File: src/rtl/deserializer.sv
// rtl/deserializer.sv - packs N_SAMPLES BIT_WIDTH-bit samples into one parallel frame
//
// Purpose:
//   Receive-side counterpart of the serializer. Samples arrive one per
//   val/rdy handshake and are written into slot cnt of a register bank.
//   When the last slot is filled, the bank is presented as a frame on
//   the send interface. The frame is held there until the consumer takes it.
//   Collection and sending never overlap.
//
// Ports:
//   clk       in   rising-edge clock
//   reset     in   asynchronous active-low reset
//   recv_msg  in   [BIT_WIDTH-1:0] incoming sample
//   recv_val  in   recv_msg valid
//   recv_rdy  out  ready for a sample (COLLECT state)
//   send_msg  out  [BIT_WIDTH-1:0] x [N_SAMPLES-1:0]; element i = i-th sample of the frame
//   send_val  out  frame valid (SEND state)
//   send_rdy  in   consumer accepts the frame
//   flush     in   (only with DESERIALIZER_FLUSH_EN) emit a partially filled frame
//
// Optional feature macro: DESERIALIZER_FLUSH_EN

module deserializer #(
   parameter int BIT_WIDTH = 32,
   parameter int N_SAMPLES = 8
) (
   input  logic                 clk,
   input  logic                 reset,
   input  logic [BIT_WIDTH-1:0] recv_msg,
   input  logic                 recv_val,
   output logic                 recv_rdy,
   output logic [BIT_WIDTH-1:0] send_msg [N_SAMPLES-1:0],
   output logic                 send_val,
`ifdef DESERIALIZER_FLUSH_EN
   input  logic                 flush,
`endif
   input  logic                 send_rdy
);

   localparam int CNT_W = $clog2(N_SAMPLES);
   localparam logic [CNT_W-1:0] LAST_IDX = CNT_W'(N_SAMPLES - 1);

   typedef enum logic {
      ST_COLLECT = 1'b0,
      ST_SEND    = 1'b1
   } state_t;

   state_t               state_q, state_d;
   logic [CNT_W-1:0]     cnt_q, cnt_d;
   logic [BIT_WIDTH-1:0] regs_q [N_SAMPLES-1:0];
   logic [BIT_WIDTH-1:0] regs_d [N_SAMPLES-1:0];

   // State register and sample bank.
   always_ff @(posedge clk or negedge reset) begin
      if (!reset) begin
         state_q <= ST_COLLECT;
         cnt_q   <= '0;
         for (int i = 0; i < N_SAMPLES; i++) begin
            regs_q[i] <= '0;
         end
      end else begin
         state_q <= state_d;
         cnt_q   <= cnt_d;
         for (int i = 0; i < N_SAMPLES; i++) begin
            regs_q[i] <= regs_d[i];
         end
      end
   end

   // Next-state logic.
   always_comb begin
      state_d = state_q;
      cnt_d   = cnt_q;
      for (int i = 0; i < N_SAMPLES; i++) begin
         regs_d[i] = regs_q[i];
      end

      case (state_q)
         ST_COLLECT: begin
            if (recv_val) begin
               regs_d[cnt_q] = recv_msg;
               if (cnt_q == LAST_IDX) begin
                  cnt_d   = '0;
                  state_d = ST_SEND;
               end else begin
                  cnt_d = cnt_q + CNT_W'(1);
               end
            end
`ifdef DESERIALIZER_FLUSH_EN
            // A same-cycle sample has already been captured above; flush
            // then closes the frame. An empty flush (nothing held, nothing
            // arriving) is ignored so that no all-zero frame is emitted.
            if (flush && ((cnt_q != '0) || recv_val)) begin
               cnt_d   = '0;
               state_d = ST_SEND;
            end
`endif
         end
         ST_SEND: begin
            if (send_rdy) begin
               state_d = ST_COLLECT;
`ifdef DESERIALIZER_FLUSH_EN
               // Clearing here makes unfilled slots of a flushed frame read 0.
               for (int i = 0; i < N_SAMPLES; i++) begin
                  regs_d[i] = '0;
               end
`endif
            end
         end
         default: begin
            state_d = ST_COLLECT;
            cnt_d   = '0;
         end
      endcase
   end

   // Handshake outputs decode from state only; no input-to-output paths.
   always_comb begin
      recv_rdy = (state_q == ST_COLLECT);
      send_val = (state_q == ST_SEND);
      for (int i = 0; i < N_SAMPLES; i++) begin
         send_msg[i] = regs_q[i];
      end
   end

endmodule

File: config.mk
export PLATFORM = sky130hd
export DESIGN_NAME = deserializer
export DESIGN_NICKNAME = d
export VERILOG_FILES = /design/src/rtl/deserializer.sv
export SDC_FILE = /design/constraint.sdc
export NUM_CORES = 1
export LEC_CHECK = 0
export CORE_MARGIN = 2
export CORE_UTILIZATION = 45
export DETAILED_ROUTE_END_ITERATION = 16
export GPL_ROUTABILITY_DRIVEN = 0
export PLACE_DENSITY_LB_ADDON = 0.12
export SYNTH_ARGS = -nofsm -noshare
export SYNTH_HDL_FRONTEND = slang
export SYNTH_SLANG_ARGS = --single-unit
File: constraint.sdc
create_clock -name clk -period 2.1 [get_ports clk]
set_input_delay 0.21 -clock clk [delete_from_list [all_inputs] [get_ports clk]]
set_output_delay 0.21 -clock clk [all_outputs]
set_load 0.02 [all_outputs]
# [After elaboration in Yosys (flattened, before gate mapping)]
# Cells that the tools add are included.
[op_classes] add_sub_neg=1 magnitude_cmp=2 eq_ne=1 mux=8 bitwise=1 n_reduce_logical=2
[ops] cell="256-bit bitwise mux" count=1
[ops] cell="32-bit demux with 3-bit select" count=1
[ops] cell="32-bit 2-to-1 mux" count=1
[ops] cell="3-bit by 4-bit < comparator with 1-bit output, second input constant" count=1
[ops] cell="3-bit by 1-bit adder with 3-bit output, second input constant" count=1
[ops] cell="3-bit == test, second input constant" count=1
[ops] cell="3-bit by 1-bit >= comparator with 1-bit output, second input constant" count=1
[ops] cell="1-bit 2-to-1 mux" count=3
[ops] cell="3-bit 2-to-1 mux" count=1
[ops] cell="1-bit one-hot mux with 2 select lines" count=1
[ops] cell="2-bit AND reduction" count=1
[ops] cell="1-bit logical AND" count=1
[ops] cell="1-bit inverter" count=1
[totals] reg_bits=260 elab_cells=25

# [Longest topological paths before layout]
# Gate-level depths: netlist (run 1).
[depth] depth_word=5 ltp_mapped=5 ltp_nobuf=4

# [Worst setup path before layout (run 1)]
# OpenSTA, ideal clock, no wires.
[synth_timing] path_type="register to register" startpoint="register state_q, in the netlist send_val" endpoint="register regs_q, in the netlist send_msg[193]" setup_time_ps=125 arrival_time_ps=1585 required_ps=1975 setup_slack_ps=390 path_stages_with_launch=5 synth_period_minus_slack_ps=1710 path_cell_list="dfrtp_1 -> nand3b_4 -> nor3b_2 -> buf_6 -> mux2_2"
[synth_via] elab_chain_cells=2
[synth_rtl] element="from (decl)" line="48" rtl="state_t state_q, state_d;"
[synth_rtl] element="from (signal assigned)" line="62" rtl="state_q <= state_d;"
[synth_rtl] element="1-bit inverter (no line)"
[synth_rtl] element="2-bit AND reduction (no line)"
[synth_rtl] element="to (signal, indexed assignment)" line="65" rtl="regs_q[i] <= regs_d[i];"
[synth_rtl] element="to (decl)" line="50" rtl="logic [BIT_WIDTH-1:0] regs_q [N_SAMPLES-1:0];"
# Every way passes these cells.
# A chain may end at the register's enable or synchronous reset.

# [Worst setup path after layout (run 1)]
[layout_timing] startpoint="register state_q, in the netlist send_val" endpoint="output recv_rdy"
[layout_via] elab_chain_cells=1
[layout_rtl] element="1-bit inverter (no line)"
[layout_rtl] element="to (decl)" line="31" rtl="output logic recv_rdy,"
# Every way passes these cells.

==> out/results.md, run 1 <==
| Parameter | Reported | Unit |
|---|---|---|
| Worst stage delay on the critical path | 0.63 | ns |
| Outcome | completed | - |
| Sequential-to-total area share from yosys stat | 66.5 | % |
| Initial DRT Pass Iterations | 4 | - |
| Diodes inserted | 0 | - |
| Fraction of post-synthesis cell area in the top cell type by area | 66.5 | % |
| Worst hold-check path type | in2async | - |
| Routed wire length per instance | 21.7 | um |
| Number of core rows | 53 | - |
| Cells after Synth | 565 | - |
| Later-pin clock latency in the skew report | 0.51 | ns |
| Leading area contributor after synthesis | dfrtp_1 | - |
| Post-CTS clock slew at the launch and capture registers of the worst setup and hold paths | 0.06 | ns |
| Half-perimeter wire length of the detailed placement result | 17,900 | um |
| Total negative setup slack | 0 | ns |
| Warnings, synthesis | 0 | - |
| Total grt overflow | 0 | - |
| Comb power frac | 48.1 | % |
| Initial core utilization | 46.3 | % |
| Pint | 17,100 | uW |
| Capturing element type of the critical path | primary output | - |
| Area of the die | 22,900 | um^2 |
| Final Max Slew Viols | 0 | - |
| Maximum number of pins on one net before global-route repair | 65 | - |
| Number of buffer cells added on primary ports | 293 | - |
| Yosys reg bits | 260 | - |
| Crit path required time | 1.89 | ns |
| Total power after layout | 26,400 | uW |
| M2 GR Usage | 39.0 | % |
| Clock network power share | 17.5 | % |
| Slack of the worst reg-to-reg path | 0.38 | ns |
| Fillcell total | 1,513 | - |
| Largest delay share family, worst path | buffers and inverters | - |
| Clock tree root buffer cell | clkbuf_16 | - |
| Worst hold slack | 0.229 | ns |
| Die X-Extent | 151 | um |
| Met3 Use GR | 7.10 | % |
| Vias/cell | 5.13 | - |
| Worst path arrival time | 1.73 | ns |
| Power per cell area | 1870 | nW/um^2 |
| Max-capacitance violation count | 0 | - |
| Core outline area | 21,200 | um^2 |
| Headroom to the max-slew limit | 65.0 | % |
| Most utilized layer in the global route result | met2 | - |
| Iteration-0 DRC count of the detailed router | 161 | - |
| Height of the chip | 151 | um |
| Area used by sequential logic in the layout | 6510 | um^2 |
| Netlist area before placement | 9790 | um^2 |
| Number of levels the H-tree was split into | 1 | - |
| Worst Max-Slew Pin Slew | 0.525 | ns |
| Area contributors post-synth | dfrtp_1, mux2_2, buf_6 | - |
| Final core utilization | 66.6 | % |
| Post-route ant nets | 0 | - |
| Part of the power in registers | 34.4 | % |
| Clk sinks | 260 | - |
| Number of distinct standard cells referenced by the synthesized netlist | 19 | - |
| Number of buffer and inverter instances along the worst setup path | 2 | - |
| Number of antenna violations at the first check in global routing | 0 | - |
| Area growth, synth to finish | 44.0 | % |
| Crit share post-route | 92.4 | % |
| M1 GR Usage | 27.7 | % |
| Max FO, Critical Path | 5 | - |
| Tot GR Track Use | 22.5 | % |
| Number of hold-slack violations in the final timing report | 0 | - |
| Shortest period the worst path allows | 1.94 | ns |
| Switch share | 35.3 | % |
| Drt drc | 0 | - |
| Critical path, cell by cell | inv_1 > clkdlybuf4s50_1 | - |
| Worst Setup Start Kind | flop | - |
| RSZ-0062 raised after global routing | false | - |
| Library cell contributing the largest single delay on the critical path | clkdlybuf4s50_1 | - |
| First-pass GRT wire length | 39,000 | um |
| Number of standard cells in the final layout excluding fillers | 1,177 | - |
| Fmax achieved | 515 | MHz |
| Total placed cells including tap cells | 1,130 | - |
| Via count | 6,035 | - |
| Number of global-route vias before repair | 6,530 | - |
| Number of nets in the synthesized netlist | 603 | - |
| Worst vdd ir | 0.918 | mV |
| Routed WL | 25,600 | um |
| Critical path start-end classification | reg2out | - |
| TritonCTS clock tree | yes | - |
| Cell leakage power | 0.00602 | uW |
| P_sw | 9310 | uW |
| Setup Buffers After CTS | 0 | - |
| Number of nets in the layout | 923 | - |
| Share of cells above drive strength 1 | 36.5 | % |
| Total I/O pin count | 294 | - |
| Clock skew | 0.00610 | ns |
| Endpoints failing setup | 0 | - |
| Deepest clock path buffer count | 3 | - |
| Number of buffers created by CTS | 27 | - |
| Avg Cell Area, Syn | 17.3 | um^2 |
| Combined area of the multi-input logic cells | 3100 | um^2 |
-- Yosys cell counts --
master / instances
and2b_1: 1
and3_1: 1
buf_2: 13
buf_4: 4
buf_6: 9
clkbuf_1: 1
dfrtp_1: 260
ha_1: 2
inv_1: 1
mux2_1: 4
mux2_2: 255
nand2_1: 2
nand3_1: 2
nand3b_2: 2
nand3b_4: 1
nor2_1: 3
nor3b_2: 2
nor3b_4: 1
o21ai_0: 1
-- flip-flops by register name, summed over array words and instances, names as in the netlist --
name	flops
send_msg	256
send_val	1
cnt_q	3
-- metrics by stage --
step	setup slack (ns)	area, um^2
floorplan	0.390	9790
global placement	0.166	13200
detailed placement	0.0996	13200
CTS	0.163	14100
global route	0.132	14100
finish	0.160	14100
-- path summary, 6_finish.rpt --
kind | startpoint | cells past startpoint | to
setup / recovery | send_val$_DFF_PN0_ | 2 | recv_rdy
hold / removal | reset | 2 | send_msg[85]$_DFFE_PN0P_
setup reg to reg | cnt_q[2]$_DFFE_PN0P_ | 4 | send_msg[201]$_DFFE_PN0P_
hold reg to reg | send_msg[102]$_DFFE_PN0P_ | 1 | send_msg[102]$_DFFE_PN0P_
max in group asynchronous | reset | 3 | send_msg[39]$_DFFE_PN0P_
min in group clk | send_rdy | 2 | send_val$_DFF_PN0_
-- placed cells by master, fill, tap and decap left out, drive strengths merged --
cell,netlist,layout
o21ai,1,1
bufinv,0,2
clkdlybuf4s50,0,292
nor3b,3,3
clkbuf,1,39
dfrtp,260,260
nand3b,3,3
dlygate4sd3,0,1
nand2,2,2
clkinv,0,5
buf,26,25
and3,1,1
and2b,1,1
nor2,3,3
ha,2,2
nand3,2,2
inv,1,1
mux2,259,259
-- metal layers --
layer	up-vias	routed length [um]
met5	-	0
met4	0	395
met3	28	2190
met2	208	12900
met1	3139	10100
li1	2660	-
-- kinds of logic after synthesis --
group / share of synthesized area [%]
buffers and inverters: 2.08
flip-flops: 66.5
AND/OR/NAND/NOR: 1.32
multiplexers: 29.8
AO/OA/AOI/OAI: 0.0511
adder cells (fa/ha/maj): 0.256
-- power by group through the flow --
stage / logic (uW) / registers (uW) / clock network (uW)
3_3_place_gp: 12600 / 8990 / 0
3_5_place_dp: 12800 / 9150 / 0
5_1_grt: 13400 / 9390 / 4960
4_1_cts: 12800 / 9100 / 4720
2_1_floorplan: 3280 / 11900 / 0
6_report: 12700 / 9070 / 4620
-- repair_timing --
action	4_1_cts	5_1_grt
hold endpoints to repair	58	0
resized for setup	0	0
hold buffers	1	0
-- final cells by class --
cell class | instances | share of cell area, %
sequential | 260 | 46.2
timing repair buffer | 318 | 23.3
multi-input combinational | 277 | 22.0
clock buffer | 39 | 5.47
tap | 275 | 2.44
clock inverter | 7 | 0.604
inverter | 1 | 0.0266
(Power assumes the default switching activity.)
==> run 2: changes to the inputs <==
--- a/config.mk
+++ b/config.mk
@@ -9,6 +9,7 @@
 export CORE_UTILIZATION = 45
 export DETAILED_ROUTE_END_ITERATION = 16
 export GPL_ROUTABILITY_DRIVEN = 0
+export MAX_ROUTING_LAYER = met4
 export PLACE_DENSITY_LB_ADDON = 0.12
 export SYNTH_ARGS = -nofsm -noshare
 export SYNTH_HDL_FRONTEND = slang
==> out/results.md, run 2 (synthesized netlist as in run 1, its figures left out) <==
| Parameter | Reported | Unit |
|---|---|---|
| Outcome | completed | - |
| P_sw | 9310 | uW |
| Maximum number of pins on one net before global-route repair | 65 | - |
| Share of cells above drive strength 1 | 36.5 | % |
| Number of global-route vias before repair | 6,539 | - |
| Number of nets in the layout | 923 | - |
| Worst vdd ir | 0.917 | mV |
| Clk sinks | 260 | - |
| Clock tree root buffer cell | clkbuf_16 | - |
| Total power after layout | 26,400 | uW |
| Total I/O pin count | 294 | - |
| Total placed cells including tap cells | 1,130 | - |
| Library cell contributing the largest single delay on the critical path | clkdlybuf4s50_1 | - |
| Switch share | 35.3 | % |
| Number of standard cells in the final layout excluding fillers | 1,177 | - |
| Cell leakage power | 0.00602 | uW |
| Largest delay share family, worst path | buffers and inverters | - |
| Hold buffers post-CTS | 1 | - |
| Worst-case setup slack after placement | 0.0996 | ns |
| Half-perimeter wire length of the detailed placement result | 17,900 | um |
| Routed WL | 25,600 | um |
| Critical path start-end classification | reg2out | - |
| Comb power frac | 48.1 | % |
| Clock skew | 0.00463 | ns |
| Crit path required time | 1.89 | ns |
| Core outline area | 21,200 | um^2 |
| Area growth, synth to finish | 44.0 | % |
| Power per cell area | 1870 | nW/um^2 |
| Total grt overflow | 0 | - |
| Leading cell type in the layout, fill and taps excluded | clkdlybuf4s50_1 | - |
| Number of hold-slack violations in the final timing report | 0 | - |
| Number of buffer and inverter instances along the worst setup path | 2 | - |
| RSZ-0062 raised after global routing | false | - |
| Part of the power in registers | 34.4 | % |
| Worst Max-Slew Pin Slew | 0.527 | ns |
| Worst Setup Start Kind | flop | - |
| Critical path, cell by cell | inv_1 > clkdlybuf4s50_1 | - |
| Number of antenna violations at the first check in global routing | 0 | - |
| Vias/cell | 5.12 | - |
| Shortest period the worst path allows | 1.93 | ns |
| Worst-case setup margin in the final layout | 0.168 | ns |
| Worst stage delay on the critical path | 0.63 | ns |
| Height of the chip | 151 | um |
| Number of buffers created by CTS | 27 | - |
| Initial core utilization | 46.3 | % |
| Worst hold-check path type | in2async | - |
| Iteration-0 DRC count of the detailed router | 155 | - |
| Number of cells upsized or downsized after cts | 0 | - |
| Top library cells by usage in the layout, fill and taps aside | clkdlybuf4s50_1, dfrtp_1, mux2_2, clkbuf_16 | - |
| Headroom to the max-slew limit | 64.9 | % |
| Post-CTS clock slew at the launch and capture registers of the worst setup and hold paths | 0.06 | ns |
| Max FO, Critical Path | 5 | - |
| Setup Buffers After CTS | 0 | - |
| Max reg flops | 256 | - |
| Number of core rows | 53 | - |
| Die X-Extent | 151 | um |
| Fmax achieved | 518 | MHz |
| Routed wire length per instance | 21.7 | um |
| Deepest clock path buffer count | 3 | - |
| Worst path arrival time | 1.72 | ns |
| First-pass GRT wire length | 39,000 | um |
| Fillcell total | 1,513 | - |
| Number of buffer cells added on primary ports | 293 | - |
| Later-pin clock latency in the skew report | 0.52 | ns |
| Total negative setup slack | 0 | ns |
| Number of levels the H-tree was split into | 1 | - |
| Final core utilization | 66.6 | % |
| Crit share post-route | 92.0 | % |
| Max-capacitance violation count | 0 | - |
| Drt drc | 0 | - |
| Area of the die | 22,900 | um^2 |
| Diodes inserted | 0 | - |
| Via count | 6,030 | - |
| Capturing element type of the critical path | primary output | - |
| Initial DRT Pass Iterations | 4 | - |
| Post-route ant nets | 0 | - |
| Tot GR Track Use | 23.2 | % |
| TritonCTS clock tree | yes | - |
| Pint | 17,100 | uW |
| Final Max Slew Viols | 0 | - |
| Clock network power share | 17.5 | % |
| Endpoints failing setup | 0 | - |
[run 2: routing by layer]
layer  GRT usage, %  wire length, um  part of all wire, %  vias up
li1               -                -                    -     2655
met1           28.1            10300                   40     3146
met2           39.0            12900                   50      199
met3           6.47             1990                  7.8       30
met4           5.37              421                  1.6        0
met5              -                0                    0        -
[run 2: path summary, 6_finish.rpt]
path | slack, ns | cells after the start | startpoint | endpoint
worst max-delay path | 0.17 | 2 | send_val$_DFF_PN0_ | recv_rdy
worst min-delay path | 0.23 | 2 | reset | send_msg[85]$_DFFE_PN0P_
worst max register to register | 0.38 | 4 | cnt_q[2]$_DFFE_PN0P_ | send_msg[201]$_DFFE_PN0P_
worst min register to register | 0.49 | 1 | send_msg[102]$_DFFE_PN0P_ | send_msg[102]$_DFFE_PN0P_
max in group asynchronous | 1.08 | 3 | reset | send_msg[39]$_DFFE_PN0P_
min in group clk | 0.27 | 2 | send_rdy | send_val$_DFF_PN0_
[run 2: layout make-up]
cell class	count	area [um^2]	share of cell area, %
Sequential cell	260	6510	46.2
Timing Repair Buffer	318	3280	23.3
Multi-Input combinational cell	277	3100	22.0
Clock buffer	39	771	5.47
Tap cell	275	344	2.44
Clock inverter	7	85.1	0.604
Inverter	1	3.75	0.0266
[run 2: power groups by stage]
stage,Sequential [uW],Combinational (uW),Clock [uW]
after global placement,8990,12600,0
after detailed placement,9150,12800,0
after global routing,9390,13400,4960
final,9070,12700,4620
after floorplan,11900,3280,0
after CTS,9100,12800,4720
[run 2: metrics by stage]
step | hold slack, ns | cell area (um^2)
2_1_floorplan | -0.0856 | 9790
3_3_place_gp | 0.184 | 13200
3_5_place_dp | 0.189 | 13200
4_1_cts | 0.240 | 14100
5_1_grt | 0.269 | 14100
6_report | 0.227 | 14100
==> run 3: changes to the inputs <==
--- a/config.mk
+++ b/config.mk
@@ -8,7 +8,6 @@
 export CORE_MARGIN = 2
 export CORE_UTILIZATION = 45
 export DETAILED_ROUTE_END_ITERATION = 16
-export GPL_ROUTABILITY_DRIVEN = 0
 export MAX_ROUTING_LAYER = met4
 export PLACE_DENSITY_LB_ADDON = 0.12
 export SYNTH_ARGS = -nofsm -noshare
==> results of run 3 <==
No change in the layout: final DEF, timing and power equal those of run 2.
